===== src/rtl/hci_package.sv =====
// rtl/hci_package.sv - shared constants for the HCI fault monitoring slice
package hci_package;

  localparam int HCI_FAULT_CNT_W_DEFAULT = 8;

endpackage


===== src/rtl/hci_fault_counter.sv =====
// rtl/hci_fault_counter.sv - saturating up-counter with clear; clear-with-inc loads 1
module hci_fault_counter #(
  parameter int W = 8
) (
  input  logic         clk_i,
  input  logic         rst_ni,
  input  logic         inc_i,
  input  logic         clr_i,
  output logic [W-1:0] cnt_o,
  output logic [W-1:0] cnt_next_o
);

  logic [W-1:0] cnt_q, cnt_d;

  always_comb begin
    cnt_d = cnt_q;
    if (clr_i) begin
      cnt_d = {{(W-1){1'b0}}, inc_i};
    end else if (inc_i && (cnt_q != {W{1'b1}})) begin
      cnt_d = cnt_q + 1'b1;
    end
  end

  always_ff @(posedge clk_i or negedge rst_ni) begin
    if (!rst_ni) begin
      cnt_q <= '0;
    end else begin
      cnt_q <= cnt_d;
    end
  end

  assign cnt_o      = cnt_q;
  assign cnt_next_o = cnt_d;

endmodule


===== src/rtl/hci_fault_monitor.sv =====
// rtl/hci_fault_monitor.sv - collects HCI copy-pair fault lines into sticky status, counters, first index and fatal flag
module hci_fault_monitor
  import hci_package::*;
#(
  parameter  int N_FAULT = 4,
  parameter  int CNT_W   = HCI_FAULT_CNT_W_DEFAULT,
  parameter  bit REG_IN  = 1'b1,
  localparam int IDX_W   = (N_FAULT > 1) ? $clog2(N_FAULT) : 1
) (
  input  logic                     clk_i,
  input  logic                     rst_ni,
  input  logic [N_FAULT-1:0]       fault_i,
  input  logic [N_FAULT-1:0]       mask_i,
  input  logic [N_FAULT-1:0]       clear_i,
  input  logic                     clear_all_i,
  input  logic [CNT_W-1:0]         threshold_i,
  output logic [N_FAULT-1:0]       status_o,
  output logic [N_FAULT*CNT_W-1:0] count_o,
  output logic [CNT_W-1:0]         total_count_o,
  output logic                     first_valid_o,
  output logic [IDX_W-1:0]         first_idx_o,
  output logic                     irq_o,
  output logic                     fatal_o
);

  logic [N_FAULT-1:0] fault_s, f_eff, line_clr;
  logic [N_FAULT-1:0] status_q, status_d;
  logic               first_valid_q, first_valid_d;
  logic [IDX_W-1:0]   first_idx_q, first_idx_d, lowest_idx;
  logic               irq_q, irq_d;
  logic               fatal_q, fatal_d;
  logic [CNT_W-1:0]   total_next;
  logic               any_fault;

  if (REG_IN) begin : g_reg_in
    logic [N_FAULT-1:0] fault_q;
    always_ff @(posedge clk_i or negedge rst_ni) begin
      if (!rst_ni) begin
        fault_q <= '0;
      end else begin
        fault_q <= fault_i;
      end
    end
    assign fault_s = fault_q;
  end else begin : g_direct_in
    assign fault_s = fault_i;
  end

  // Mask is applied to the already-staged fault, so it acts without delay.
  assign f_eff     = fault_s & ~mask_i;
  assign any_fault = |f_eff;
  assign line_clr  = clear_i | {N_FAULT{clear_all_i}};

  for (genvar k = 0; k < N_FAULT; k++) begin : g_line_cnt
    hci_fault_counter #(.W(CNT_W)) u_line_cnt (
      .clk_i      (clk_i),
      .rst_ni     (rst_ni),
      .inc_i      (f_eff[k]),
      .clr_i      (line_clr[k]),
      .cnt_o      (count_o[k*CNT_W +: CNT_W]),
      .cnt_next_o ()
    );
  end

  hci_fault_counter #(.W(CNT_W)) u_total_cnt (
    .clk_i      (clk_i),
    .rst_ni     (rst_ni),
    .inc_i      (any_fault),
    .clr_i      (clear_all_i),
    .cnt_o      (total_count_o),
    .cnt_next_o (total_next)
  );

  always_comb begin
    lowest_idx = '0;
    for (int k = N_FAULT - 1; k >= 0; k--) begin
      if (f_eff[k]) lowest_idx = IDX_W'(k);
    end
  end

  always_comb begin
    status_d      = (status_q & ~line_clr) | f_eff;
    irq_d         = |status_d;
    first_valid_d = first_valid_q & ~clear_all_i;
    first_idx_d   = clear_all_i ? '0 : first_idx_q;
    if (!first_valid_d && any_fault) begin
      first_valid_d = 1'b1;
      first_idx_d   = lowest_idx;
    end
    fatal_d = fatal_q & ~clear_all_i;
    if ((threshold_i != '0) && (total_next >= threshold_i)) fatal_d = 1'b1;
  end

  always_ff @(posedge clk_i or negedge rst_ni) begin
    if (!rst_ni) begin
      status_q      <= '0;
      first_valid_q <= 1'b0;
      first_idx_q   <= '0;
      irq_q         <= 1'b0;
      fatal_q       <= 1'b0;
    end else begin
      status_q      <= status_d;
      first_valid_q <= first_valid_d;
      first_idx_q   <= first_idx_d;
      irq_q         <= irq_d;
      fatal_q       <= fatal_d;
    end
  end

  assign status_o      = status_q;
  assign first_valid_o = first_valid_q;
  assign first_idx_o   = first_idx_q;
  assign irq_o         = irq_q;
  assign fatal_o       = fatal_q;

endmodule


===== config.mk =====
export PLATFORM = sky130hd
export DESIGN_NAME = hci_fault_monitor
export DESIGN_NICKNAME = d
export VERILOG_FILES = /design/src/rtl/hci_package.sv /design/src/rtl/hci_fault_counter.sv /design/src/rtl/hci_fault_monitor.sv
export SDC_FILE = /design/constraint.sdc
export NUM_CORES = 1
export LEC_CHECK = 0
export CAP_MARGIN = 20
export CORE_UTILIZATION = 30
export DETAILED_ROUTE_END_ITERATION = 10
export PLACE_DENSITY = 0.64
export SYNTH_ARGS = -nofsm -noshare
export SYNTH_HDL_FRONTEND = slang
export SYNTH_SLANG_ARGS = --single-unit

===== constraint.sdc =====
create_clock -name clk_i -period 4.03 [get_ports clk_i]
set_clock_uncertainty 0.1 [all_clocks]
set_input_delay 1.209 -clock clk_i [delete_from_list [all_inputs] [get_ports clk_i]]
set_output_delay 1.209 -clock clk_i [all_outputs]
set_load 0.02 [all_outputs]

# == Yosys cells after proc, flatten, opt, wreduce, memory -nomap -nowiden ==
# Cells that the tools add are included.
# op_classes
addsub,5
order_cmp,1
eq_ne,5
mux,18
n_bitwise,9
n_reduce_logical,16
# op_table
op,count
8-bit 2-to-1 mux,10
"8-bit by 1-bit adder with 8-bit output, second input constant",5
"8-bit != test, second input constant",5
2-bit 2-to-1 mux,6
2-bit nonzero test,5
4-bit AND,2
8-bit greater-or-equal comparator,1
4-bit NOT,2
4-bit bitwise OR,2
8-bit nonzero test,1
4-bit OR reduction,2
1-bit logical AND,7
1-bit AND,2
1-bit 2-to-1 mux,2
1-bit zero test,1
1-bit NOT,1
# totals
ff_bits,53
inputBits,23
out_inout_bits,49
wordCells,65

# == Longest topological paths before layout ==
# depth
depth_word,9
ltp_mapped,11
ltp_nobuf,10

# == Cells and area by module ==
# A second synthesis with hierarchy kept.
# unflattened
hier_cells,330
area_unflattened_um2,3169.3
# modules_own_cells
mod,n_inst,cells_each,area_per_inst_um2,seq_area_each_um2
hci_fault_counter,5,51,490.5,200.2
hci_fault_monitor,1,75,716.9,325.3

# == Worst setup path after synthesis ==
# No wires, ideal clock.
# synth_path
path_kind,input -> register
start,input mask_i[2]
end,"register fatal_q, in the netlist fatal_o"
setup_time_ns,0.130
t_arrival_ns,2.906
required_time_ns,3.800
slack_ns,0.894
stages,9
path_buffers,0
path_cell_list,and2b_1 nor4_4 nor4_1 mux2_2 ha_1 a21oi_1 nor2b_1 o21ai_0 a31oi_1
# synth_between
elab_chain_len,9
# synth_lines
item,line_no,source
from (decl),hci_fault_monitor.sv:13,"input logic [N_FAULT-1:0] mask_i,"
4-bit NOT,hci_fault_monitor.sv:50,assign f_eff = fault_s & ~mask_i;
4-bit AND,hci_fault_monitor.sv:50,
4-bit OR reduction,hci_fault_monitor.sv:51,assign any_fault = |f_eff;
1-bit logical AND,hci_fault_counter.sv:19,end else if (inc_i && (cnt_q != {W{1'b1}})) begin
8-bit 2-to-1 mux,hci_fault_counter.sv:19,
8-bit 2-to-1 mux,hci_fault_counter.sv:17,if (clr_i) begin
named net total_next[5],hci_fault_monitor.sv:32,logic [CNT_W-1:0] total_next;
8-bit greater-or-equal comparator,hci_fault_monitor.sv:91,if ((threshold_i != '0) && (total_next >= threshold_i)) fatal_d = 1'b1;
1-bit logical AND,hci_fault_monitor.sv:91,
1-bit 2-to-1 mux,hci_fault_monitor.sv:91,
named net fatal_d,hci_fault_monitor.sv:31,"logic fatal_q, fatal_d;"
to (signal assigned),hci_fault_monitor.sv:106,fatal_q <= fatal_d;
to (decl),hci_fault_monitor.sv:31,
# The timed path passes the listed nets, and every way through them passes these cells.
# A chain may end at the register's enable or synchronous reset.

# == Worst setup path after layout ==
# Same ends and word-level chain as after synthesis.

==> impl_table.tex <==
\begin{tabular}{lr}
\hline
Metric & Value \\
\hline
\multicolumn{2}{l}{\textbf{Setup path}} \\
\quad Kind of capture point of the worst setup path & flop \\
\quad Worst reg2reg path depth & 10 \\
\quad Instance count on the critical path & 9 \\
\quad Largest fanout on the critical path & 13 \\
\quad Slowest cell on the critical path & sky130\_fd\_sc\_hd\_\_clkdlybuf4s50\_1 \\
\quad Largest delay share family, worst path & simple AND/OR/NAND/NOR gates \\
\quad Critical path cell sequence & clkdlybuf4s50\_1 > and2b\_1 > nor4\_4 > nor2\_1 > a221oi\_1 > ha\_1 > nor2b\_1 > o21ai\_0 > a31oi\_1 \\
\quad Startpoint type of the worst setup path & input port \\
\quad Arrival time at the worst endpoint & 3740 ps \\
\quad Required time worst endpoint & 4120 ps \\
\quad Worst path bufs/invs & 1 \\
\quad Biggest cell delay along the critical path & 490 ps \\
\quad Startpoint-to-endpoint class of the critical path & input port to flop \\
\multicolumn{2}{l}{\textbf{Worst hold path}} \\
\quad Worst Hold Depth & 1 \\
\quad HP Class & flop to flop \\
\multicolumn{2}{l}{\textbf{GRT}} \\
\quad Wire length of the first global-routing pass & 12,300 µm \\
\quad Antenna violations before repair & 0 \\
\quad Vias in the first global route & 2,638 \\
\quad Total routing usage reported by global routing & 0.153 \\
\quad Overflow left after global routing & 0 \\
\quad Largest net degree at the start of global routing & 37 \\
\multicolumn{2}{l}{\textbf{Clock network}} \\
\quad H-tree levels & 2 \\
\quad Worst-case clock buffer depth & 2 \\
\quad CTS tree & yes \\
\quad Clock sink count & 53 \\
\quad Total clock buffers created by CTS & 5 \\
\quad Register clock-pin slew on the reported worst setup and hold paths & 100 ps \\
\quad Number of buffers added to fix hold violations after cts & 0 \\
\quad Worst-skew pair later-pin latency & 310 ps \\
\quad Root cell of the clock tree & sky130\_fd\_sc\_hd\_\_clkbuf\_8 \\
\quad Post\_cts resized & 0 \\
\quad Number of setup buffers added after CTS & 0 \\
\multicolumn{2}{l}{\textbf{STA}} \\
\quad Max Clk Rate & 0.274 GHz \\
\quad Slew Viols, Final & 0 \\
\quad Final period demand of the worst path & 3650 ps \\
\quad Worst slew slack as a fraction of its limit & 0.451 \\
\quad RSZ-0062 raised after global routing & false \\
\quad Final hold violations & 0 \\
\quad Final setup violation count & 0 \\
\quad Fin Setup TNS & 0 ps \\
\quad Slew at the pin closest to its max-slew limit & 824 ps \\
\quad Period Utilization, post-route & 0.906 \\
\multicolumn{2}{l}{\textbf{Synth}} \\
\quad Main area contributors after synthesis & sky130\_fd\_sc\_hd\_\_dfrtp\_1 (46\%), sky130\_fd\_sc\_hd\_\_ha\_1 (5.6\%), sky130\_fd\_sc\_hd\_\_nor2\_1 (4.4\%), sky130\_fd\_sc\_hd\_\_nand2\_1 (3.1\%), sky130\_fd\_sc\_hd\_\_xnor2\_1 (3.0\%) \\
\quad Post-synth cell types & 47 \\
\quad Sequential element share of the synthesized area & 0.456 \\
\quad Post-synthesis cell area & 2910 µm² \\
\quad Flip-flop cell with the highest count after synthesis & sky130\_fd\_sc\_hd\_\_dfrtp\_1 \\
\quad Synthesized area per cell & 9.59 µm² \\
\quad Synthesized netlist net count & 339 \\
\quad FF+latch count, synth & 53 \\
\quad Syn Inst Count & 303 \\
\quad Synth warn & 0 \\
\quad Number of enable flip-flop cells after synthesis & 0 \\
\quad Area leader, netlist & sky130\_fd\_sc\_hd\_\_dfrtp\_1 \\
\quad Share of flip-flops with an asynchronous set or reset after synthesis & 1.00 \\
\quad Fraction of synthesized cell area taken by the top area cell type & 0.456 \\
\multicolumn{2}{l}{\textbf{Floorplan}} \\
\quad Die width & 100 µm \\
\quad Core area & 9330 µm² \\
\quad Total number of placement rows & 35 \\
\quad Starting utilization of the core area & 0.312 \\
\quad I/O pin cnt & 72 \\
\quad Die height & 100 µm \\
\quad Die area & 10,100 µm² \\
\multicolumn{2}{l}{\textbf{Layout}} \\
\quad Layout cells sized above 1 & 0.0608 \\
\quad Number of standard cells in the layout, taps in and fillers out & 507 \\
\quad Design area & 3880 µm² \\
\quad Fill cell total of the finished layout & 873 \\
\quad Commonest non-fill, non-tap cells in the layout & sky130\_fd\_sc\_hd\_\_clkdlybuf4s50\_1 (70), sky130\_fd\_sc\_hd\_\_dfrtp\_1 (53), sky130\_fd\_sc\_hd\_\_nor2\_1 (34) \\
\quad Most common cell after layout, fill and taps aside & sky130\_fd\_sc\_hd\_\_clkdlybuf4s50\_1 \\
\quad Nets@finish & 413 \\
\quad Diode count & 0 \\
\quad Area growth syn-to-layout & 33.4\% \\
\multicolumn{2}{l}{\textbf{Placed design}} \\
\quad Placed Instances & 499 \\
\quad Routability congestion estimate from global placement & 0.840 \\
\quad Final HPWL DP & 5490 µm \\
\quad Post-DP Area & 3760 µm² \\
\quad Number of buffer cells added on primary ports & 71 \\
\multicolumn{2}{l}{\textbf{Pwr}} \\
\quad Worst supply voltage drop on vdd & 0.148 mV \\
\quad Cell Pwr Density & 292 nW/µm² \\
\quad Leakage power summed over all cells & 1.56 nW \\
\multicolumn{2}{l}{\textbf{Routing}} \\
\quad Detail-routed net length per standard cell & 14.4 µm \\
\quad Violation count after the first detailed-routing iteration & 127 \\
\quad Drt total wl & 7280 µm \\
\quad Detailed-routing iteration count for the pre-antenna-repair pass & 4 \\
\quad Total DRC errors in the routed layout & 0 \\
\quad Remaining number of nets flagged by the antenna check after routing & 0 \\
\quad Vias post-DR & 2,598 \\
\quad Detail-routed via count per cell & 5.12 \\
\multicolumn{2}{l}{\textbf{Run status}} \\
\quad Result of the run & complete, no violations \\
\multicolumn{2}{l}{\textbf{Job}} \\
\quad \# Max-Cap Violations & 0 \\
\hline
\end{tabular}
==> logic make-up (layout without fill, tap and decap cells) <==
| logic type | Yosys count | count (layout) | share of synthesized area |
|---|---|---|---|
| buf+inv | 23 | 98 | 0.0357 |
| mux | 7 | 7 | 0.0250 |
| fa+ha+maj | 13 | 13 | 0.0560 |
| xor+xnor | 13 | 13 | 0.0392 |
| compound gates | 61 | 61 | 0.140 |
| simple gates | 133 | 133 | 0.248 |
| flops | 53 | 53 | 0.456 |
==> final timing paths <==
check	start	endpoint	slack (ps)
worst min register to register	status_o[1]$_DFF_PN0_	status_o[1]$_DFF_PN0_	430
worst min-delay path	status_o[1]$_DFF_PN0_	status_o[1]$_DFF_PN0_	430
worst max register to register	u_total_cnt.cnt_o[0]$_DFF_PN0_	fatal_o$_DFF_PN0_	1320
min in group asynchronous	rst_ni	g_line_cnt[1].u_line_cnt.cnt_o[7]$_DFFE_PN0P_	880
max in group asynchronous	rst_ni	fatal_o$_DFF_PN0_	2060
worst max-delay path	mask_i[2]	fatal_o$_DFF_PN0_	380
==> report_power, final <==
group | total [mW] | internal, mW | switching, mW
Sequential | 0.574 | 0.551 | 0.0227
Clock | 0.380 | 0.186 | 0.193
Combinational | 0.179 | 0.0833 | 0.0959
==> flip-flops by register name (all words and copies together) (netlist names) <==
| register | count |
|---|---|
| u_total_cnt.cnt_o | 8 |
| first_idx_o | 2 |
| fatal_o | 1 |
| first_valid_o | 1 |
| g_line_cnt.u_line_cnt.cnt_o | 32 |
| fault_s | 4 |
| irq_o | 1 |
| status_o | 4 |
==> per-layer routing <==
layer | global-route usage | vias up | part of all wire
met5 | 0 | - | 0
met4 | 0.0546 | 0 | 0.017
met3 | 0.0265 | 12 | 0.034
met2 | 0.259 | 63 | 0.49
met1 | 0.197 | 1258 | 0.46
li1 | - | 1265 | -
==> synth_stat cells (9+ instances only) <==
master                     instances
sky130_fd_sc_hd__ha_1             13
sky130_fd_sc_hd__nor2_1           34
sky130_fd_sc_hd__a21oi_1          12
sky130_fd_sc_hd__nand4_1           9
sky130_fd_sc_hd__inv_1            13
sky130_fd_sc_hd__o211ai_1          9
sky130_fd_sc_hd__o21ai_0          13
sky130_fd_sc_hd__nand2_1          24
sky130_fd_sc_hd__dfrtp_1          53
sky130_fd_sc_hd__nand3_1          17
sky130_fd_sc_hd__xnor2_1          10
==> stage by stage <==
step | setup slack [ps] | util | hold WS [ps] | power [mW]
global route | 105 | 0.416 | 471 | 1.19
CTS | 402 | 0.416 | 439 | 1.15
finish | 379 | 0.416 | 432 | 1.13
detailed placement | 49.6 | 0.403 | 414 | 0.765
global placement | 194 | 0.403 | 402 | 0.761
floorplan | 894 | - | 445 | 0.669
==> area by class of cell <==
| type | instances | area [µm²] | share of cell area |
|---|---|---|---|
| clock inverters | 3 | 46.3 | 0.0119 |
| inverters | 13 | 48.8 | 0.0126 |
| multi-input cells | 227 | 1480 | 0.381 |
| well taps | 129 | 161 | 0.0416 |
| clock buffers | 5 | 68.8 | 0.0177 |
| flip-flops and latches | 53 | 1330 | 0.342 |
| repair buffers | 77 | 751 | 0.194 |
(Power assumes the default switching activity.)
